--- src/rtl/branch_target_predictor.sv ---
// Direct-mapped BTB with per-entry saturating direction counters for the fetch stage.
// Latency: lookup is combinational (zero cycles); an update is visible from the next cycle.
// Backpressure: none; one update accepted every cycle, no ready signal.
//
// Ports:
//   clk, reset                 clock; synchronous active-high reset
//   lkp_pc -> lkp_hit, lkp_taken, lkp_next_pc
//                              fetch-side prediction (taken ? target : pc+4)
//   upd_valid, upd_pc, upd_taken, upd_uncond, upd_target, upd_pred_taken
//                              resolved branch/jump from EX
//   stat_lookups, stat_hits, stat_mispredicts
//                              statistics counters, present only when BTB_STATS_EN is defined
module branch_target_predictor #(
  parameter int XLEN     = 32,
  parameter int ENTRIES  = 16,
  parameter int CTR_BITS = 2,
  parameter int STAT_W   = 32
) (
  input  logic            clk,
  input  logic            reset,
  input  logic [XLEN-1:0] lkp_pc,
  output logic            lkp_hit,
  output logic            lkp_taken,
  output logic [XLEN-1:0] lkp_next_pc,
  input  logic            upd_valid,
  input  logic [XLEN-1:0] upd_pc,
  input  logic            upd_taken,
  input  logic            upd_uncond,
  input  logic [XLEN-1:0] upd_target,
  input  logic            upd_pred_taken
`ifdef BTB_STATS_EN
  ,
  output logic [STAT_W-1:0] stat_lookups,
  output logic [STAT_W-1:0] stat_hits,
  output logic [STAT_W-1:0] stat_mispredicts
`endif
);

  localparam int IDX_W = $clog2(ENTRIES);
  localparam int TAG_W = XLEN - IDX_W - 2;

  // Counter encodings: all-ones = strongly taken, MSB set = taken.
  // Allocation lands on weakly taken, reset on weakly not taken.
  localparam logic [CTR_BITS-1:0] CTR_MAX   = '1;
  localparam logic [CTR_BITS-1:0] CTR_ALLOC = CTR_BITS'(1 << (CTR_BITS - 1));
  localparam logic [CTR_BITS-1:0] CTR_RST   = CTR_BITS'((1 << (CTR_BITS - 1)) - 1);

  logic                valid_q  [ENTRIES];
  logic [CTR_BITS-1:0] ctr_q    [ENTRIES];
  logic [TAG_W-1:0]    tag_q    [ENTRIES];
  logic [XLEN-1:0]     target_q [ENTRIES];

  // ---------------------------------------------------------------- lookup
  logic [IDX_W-1:0] lkp_idx;
  logic [TAG_W-1:0] lkp_tag;

  assign lkp_idx     = lkp_pc[IDX_W+1:2];
  assign lkp_tag     = lkp_pc[XLEN-1:IDX_W+2];
  assign lkp_hit     = valid_q[lkp_idx] && (tag_q[lkp_idx] == lkp_tag);
  assign lkp_taken   = lkp_hit && ctr_q[lkp_idx][CTR_BITS-1];
  assign lkp_next_pc = lkp_taken ? target_q[lkp_idx] : lkp_pc + XLEN'(4);

  // ---------------------------------------------------------------- update
  logic [IDX_W-1:0]    upd_idx;
  logic [TAG_W-1:0]    upd_tag;
  logic                upd_hit;
  logic                upd_alloc;
  logic                upd_wr_ctr;
  logic                upd_wr_tgt;
  logic [CTR_BITS-1:0] upd_ctr_cur;
  logic [CTR_BITS-1:0] upd_ctr_nxt;

  assign upd_idx     = upd_pc[IDX_W+1:2];
  assign upd_tag     = upd_pc[XLEN-1:IDX_W+2];
  assign upd_hit     = valid_q[upd_idx] && (tag_q[upd_idx] == upd_tag);
  assign upd_ctr_cur = ctr_q[upd_idx];

  always_comb begin
    upd_alloc   = 1'b0;
    upd_wr_ctr  = 1'b0;
    upd_wr_tgt  = 1'b0;
    upd_ctr_nxt = upd_ctr_cur;
    if (upd_valid) begin
      if (upd_hit) begin
        upd_wr_ctr = 1'b1;
        if (upd_uncond) begin
          upd_ctr_nxt = CTR_MAX;
          upd_wr_tgt  = 1'b1;
        end else if (upd_taken) begin
          if (upd_ctr_cur != CTR_MAX) upd_ctr_nxt = upd_ctr_cur + CTR_BITS'(1);
          upd_wr_tgt = 1'b1;
        end else begin
          if (upd_ctr_cur != '0) upd_ctr_nxt = upd_ctr_cur - CTR_BITS'(1);
        end
      end else if (upd_taken) begin
        // Not-taken misses never allocate, so only taken misses reach here.
        upd_alloc   = 1'b1;
        upd_wr_ctr  = 1'b1;
        upd_wr_tgt  = 1'b1;
        upd_ctr_nxt = upd_uncond ? CTR_MAX : CTR_ALLOC;
      end
    end
  end

  // Valid and counter state carry reset; reset overrides any in-flight update.
  always_ff @(posedge clk) begin
    if (reset) begin
      for (int i = 0; i < ENTRIES; i++) begin
        valid_q[i] <= 1'b0;
        ctr_q[i]   <= CTR_RST;
      end
    end else begin
      if (upd_alloc)  valid_q[upd_idx] <= 1'b1;
      if (upd_wr_ctr) ctr_q[upd_idx]   <= upd_ctr_nxt;
    end
  end

  // Tags and targets are meaningless while valid=0, so they need no reset.
  always_ff @(posedge clk) begin
    if (upd_alloc)  tag_q[upd_idx]    <= upd_tag;
    if (upd_wr_tgt) target_q[upd_idx] <= upd_target;
  end

  // ---------------------------------------------------------------- stats
  logic unused_bits;

`ifdef BTB_STATS_EN
  always_ff @(posedge clk) begin
    if (reset) begin
      stat_lookups     <= '0;
      stat_hits        <= '0;
      stat_mispredicts <= '0;
    end else begin
      stat_lookups <= stat_lookups + STAT_W'(1);
      if (lkp_hit) stat_hits <= stat_hits + STAT_W'(1);
      if (upd_valid && (upd_pred_taken != upd_taken))
        stat_mispredicts <= stat_mispredicts + STAT_W'(1);
    end
  end

  assign unused_bits = ^{lkp_pc[1:0], upd_pc[1:0]};
`else
  assign unused_bits = ^{lkp_pc[1:0], upd_pc[1:0], upd_pred_taken, (STAT_W > 0)};
`endif

endmodule

--- config.mk ---
export PLATFORM = sky130hd
export DESIGN_NAME = branch_target_predictor
export DESIGN_NICKNAME = d
export VERILOG_FILES = /design/src/rtl/branch_target_predictor.sv
export SDC_FILE = /design/constraint.sdc
export NUM_CORES = 1
export LEC_CHECK = 0
export CAP_MARGIN = 5
export CORE_MARGIN = 4
export CORE_UTILIZATION = 42
export DETAILED_ROUTE_END_ITERATION = 10
export DONT_BUFFER_PORTS = 1
export GPL_ROUTABILITY_DRIVEN = 0
export GPL_TIMING_DRIVEN = 0
export PLACE_DENSITY = 0.67
export SLEW_MARGIN = 40
export SYNTH_ARGS = -nofsm -noshare
export SYNTH_HDL_FRONTEND = slang
export SYNTH_SLANG_ARGS = --single-unit
--- constraint.sdc ---
create_clock -name clk -period 11.7 [get_ports clk]
set_input_delay 3.51 -clock clk [delete_from_list [all_inputs] [get_ports clk]]
set_output_delay 3.51 -clock clk [all_outputs]
set_load 0.005 [all_outputs]
==> results list <==
- Across the VDD grid, the largest voltage drop is 115.0 uV.
- The slowest stage of the critical path belongs to the cell clkbuf_1.
- In this run the number of H-tree levels came out at 3.
- Later-pin clock latency in the skew report: 0.71 ns
- Non-Filler Cell Area, Final: 50270 um^2
* Number of warnings printed during yosys synthesis: 0
- Largest stage delay on the critical path: 0.78 ns
- Routed vias/inst: 6.548
* Post-route setup TNS: -0.5703 ns
- Buffers placed on the I/O ports in this run total 0.
* Largest fanout on the critical path: 10
* Primary flip-flop cell chosen by synthesis mapping: edfxtp_1
* Critical path buffers and inverters: 5
- The count of final hold-check violations is 0.
- In this design, the critical path's most frequently occurring cell is clkbuf_1.
- Detailed Routing Iterations Pass 1: 6
- Max Cap Viol: 0
* Most common cell in the synthesized netlist: edfxtp_1
* Global-route usage over all layers: 0.2531
* Antenna diode count: 0
* Slack of the worst reg-to-reg path: 6.11 ns
* Num rows: 117
- The share of synthesized area in the top cell type comes to 0.6676.
- Family of cells with the greatest summed delay on the critical path: buffers and inverters
* Placed cell area: 46740 um^2
- Timing would allow up to 0.08461 GHz.
* Pre-CTS setup slack: -0.8014 ns
- The finished layout holds 3835 standard cells, fillers aside.
- Vias in the first global route: 24780
* Estimated wirelength of the detail-placed design: 96410 um
- The number of different library cells used by synthesis comes to 65.
- In this run the vertical extent of the chip is 328.6 um.
- Once detail routing completed, the nets flagged for antenna violations numbered 0.
* Initial antenna violation count: 2
* Critical path type: primary input to primary output
* Commonest cells in the netlist: edfxtp_1, mux4_2, mux2i_1, nor2_1, clkbuf_1
* Power per Cell Area: 155.5 nW/um^2
- The floorplan step defined a die boundary enclosing 108000 um^2.
- For this block, the routed nets add up to 137200 um of wire.
* First-pass GRT wire length: 191900 um
- Count of routing violations after the opening detailed-route iteration: 4131
- Cell accounting for the most synthesized area: edfxtp_1
- Post-Synthesis Net Count: 2307
* Slew margin rel.: 0.3519
- The final reports fail on negative setup slack.
- At the end of the flow the core is filled with cells to 0.4934.
- Ordered list of cells on the worst path: clkbuf_1, clkbuf_1, clkbuf_1, a21oi_1, xor2_1, nor4_1, nand2_1, nor4b_4, buf_6, buf_2, mux2_2
- The analysis attributes to cell leakage a power of 15.86 nW.
* Worst Max-Slew Pin Slew: 0.9721 ns
* Cell at the root of the clock tree: clkbuf_16
* Layout cell share with drive strength beyond 1: 0.3324
- Number of enable-type register cells in the synthesized netlist: 960
* Num Clock Sinks: 976
- Hold/Removal Path Class: flop to flop
- Number of register bits inferred by synthesis: 976
* Maximum number of pins on one net before global-route repair: 23
- Clock-pin slew was measured on the worst setup and hold paths at 0.06 ns.
- Number of vias after detailed routing: 25110
- Die outline width: 328.6 um
* Final period utilization: 1.010
- Ports: 136
- For this run, the post-layout net count is 2491.
- The flow ran to the end, but the final reports show violations.
* Grt ovf: 0
* Placed cell count: 3655
* Area of the placeable core: 101900 um^2
- Counting along the longest clock path gives a buffer depth of 3.
- Data on the critical path arrives at its endpoint at 8.31 ns.
- Post-Synthesis Mean Instance Area: 19.59 um^2
* Min Tclk post-route: 11.82 ns
- Final setup fails: 10
* Setup crit end kind: primary output
- RSZ-0062 raised after global routing: false
* Final Skew: 0.06049 ns
* Number of buffers created by CTS: 99
- TritonCTS built the clock tree.
- Post-synth design cell area: 43180 um^2
- Dividing the detail-routed wire length by the instance count gives 35.79 um.
- The share of the Yosys chip area taken by registers is 0.6750.
- The count of final max-slew check failures is 0.
- The worst setup path is launched from a primary input.
- Number of instances in the synthesized netlist: 2204
- The initial utilization of the core area, before any placement, comes to 0.4238.
- From synthesis to final layout, the design area changed by 16.43%.
* Post-layout worst setup margin: -0.1186 ns
- At the worst endpoint, the required time is 8.19 ns.
- After detailed routing, the number of remaining DRC violations is 0.
- Top post-synthesis cells by area: edfxtp_1, mux4_2, mux2i_1, mux2_2, xor2_1
- Post-synth ARST share: 0
## worst paths after layout
| path | startpoint | end | depth (start not counted) |
|---|---|---|---|
| max reg2reg | tag_q[1][11]$_DFFE_PP_ | target_q[3][28]$_DFFE_PP_ | 13 |
| max | lkp_pc[5] | lkp_next_pc[16] | 11 |
| min | valid_q[1]$_DFF_P_ | valid_q[1]$_DFF_P_ | 2 |
| min reg2reg | valid_q[1]$_DFF_P_ | valid_q[1]$_DFF_P_ | 2 |
## power breakdown
part	leakage [nW]	internal [W]	total (W)	switching (W)
registers	8.76	0.00388	0.00390	0.0000154
logic	5.43	0.000230	0.000567	0.000337
clock network	1.67	0.00197	0.00335	0.00139
total	15.9	0.00608	0.00782	0.00174
## per-stage QoR
stage,total power [W],hold WS (ns)
after floorplan,0.004313,0.4480
after global routing,0.008013,0.5427
after detailed placement,0.004524,0.4868
final,0.007818,0.5185
after global placement,0.004500,0.4776
after CTS,0.007839,0.5009
## repair_timing
action | in CTS | in global routing
resized for setup | 17 | 10
gates cloned | 0 | 0
hold buffers | 0 | 0
setup buffers | 0 | 0
endpoints found under the setup margin | 33 | 16
## cell usage in the layout, fill, tap and decap left out, types with 33 or more instances in the layout
master and n:
xor2_1 46, mux2i_1 93, xnor2_1 39, mux4_2 367, nand3_1 51, buf_4 33
clkbuf_1 47, clkbuf_16 99, nor2_1 50, buf_16 33, edfxtp_1 960, buf_2 48
mux2_2 50, buf_8 33, nor2b_1 37, nand2_1 50
## tightest hold or removal path, stage by stage, from the launching register on
cell	delay, ns
dfxtp_1	0.35
a31oi_1	0.05
nor2_1	0.08
## state kept, by name, indices dropped and copies added, names as in the netlist
register	count
valid_q	16
tag_q	416
target_q	512
ctr_q	32
## metal layers
metal / vias to the layer above / track usage / routed length, um
met4: 2 / 0.09964 / 6270
li1: 9623 / - / -
met1: 13220 / 0.3427 / 50410
met2: 1907 / 0.3819 / 61980
met3: 360 / 0.08334 / 18560
met5: - / 0 / 14
## layout make-up
class,count,area [um^2]
fillers,8169,51610
flip-flops and latches,976,29150
multi-input cells,1071,13590
clock buffers,113,2530
well taps,1368,1712
repair buffers,83,1520
clock inverters,67,933.4
plain buffers,142,788.3
inverters,15,56.30
## cell families after synthesis
group | synth area share
compound gates | 0.02614
simple gates | 0.03836
flops | 0.6750
fa+ha+maj | 0.0002897
buf+inv | 0.01695
mux | 0.2260
xor+xnor | 0.01724
Power figures use the tool's default switching activity.
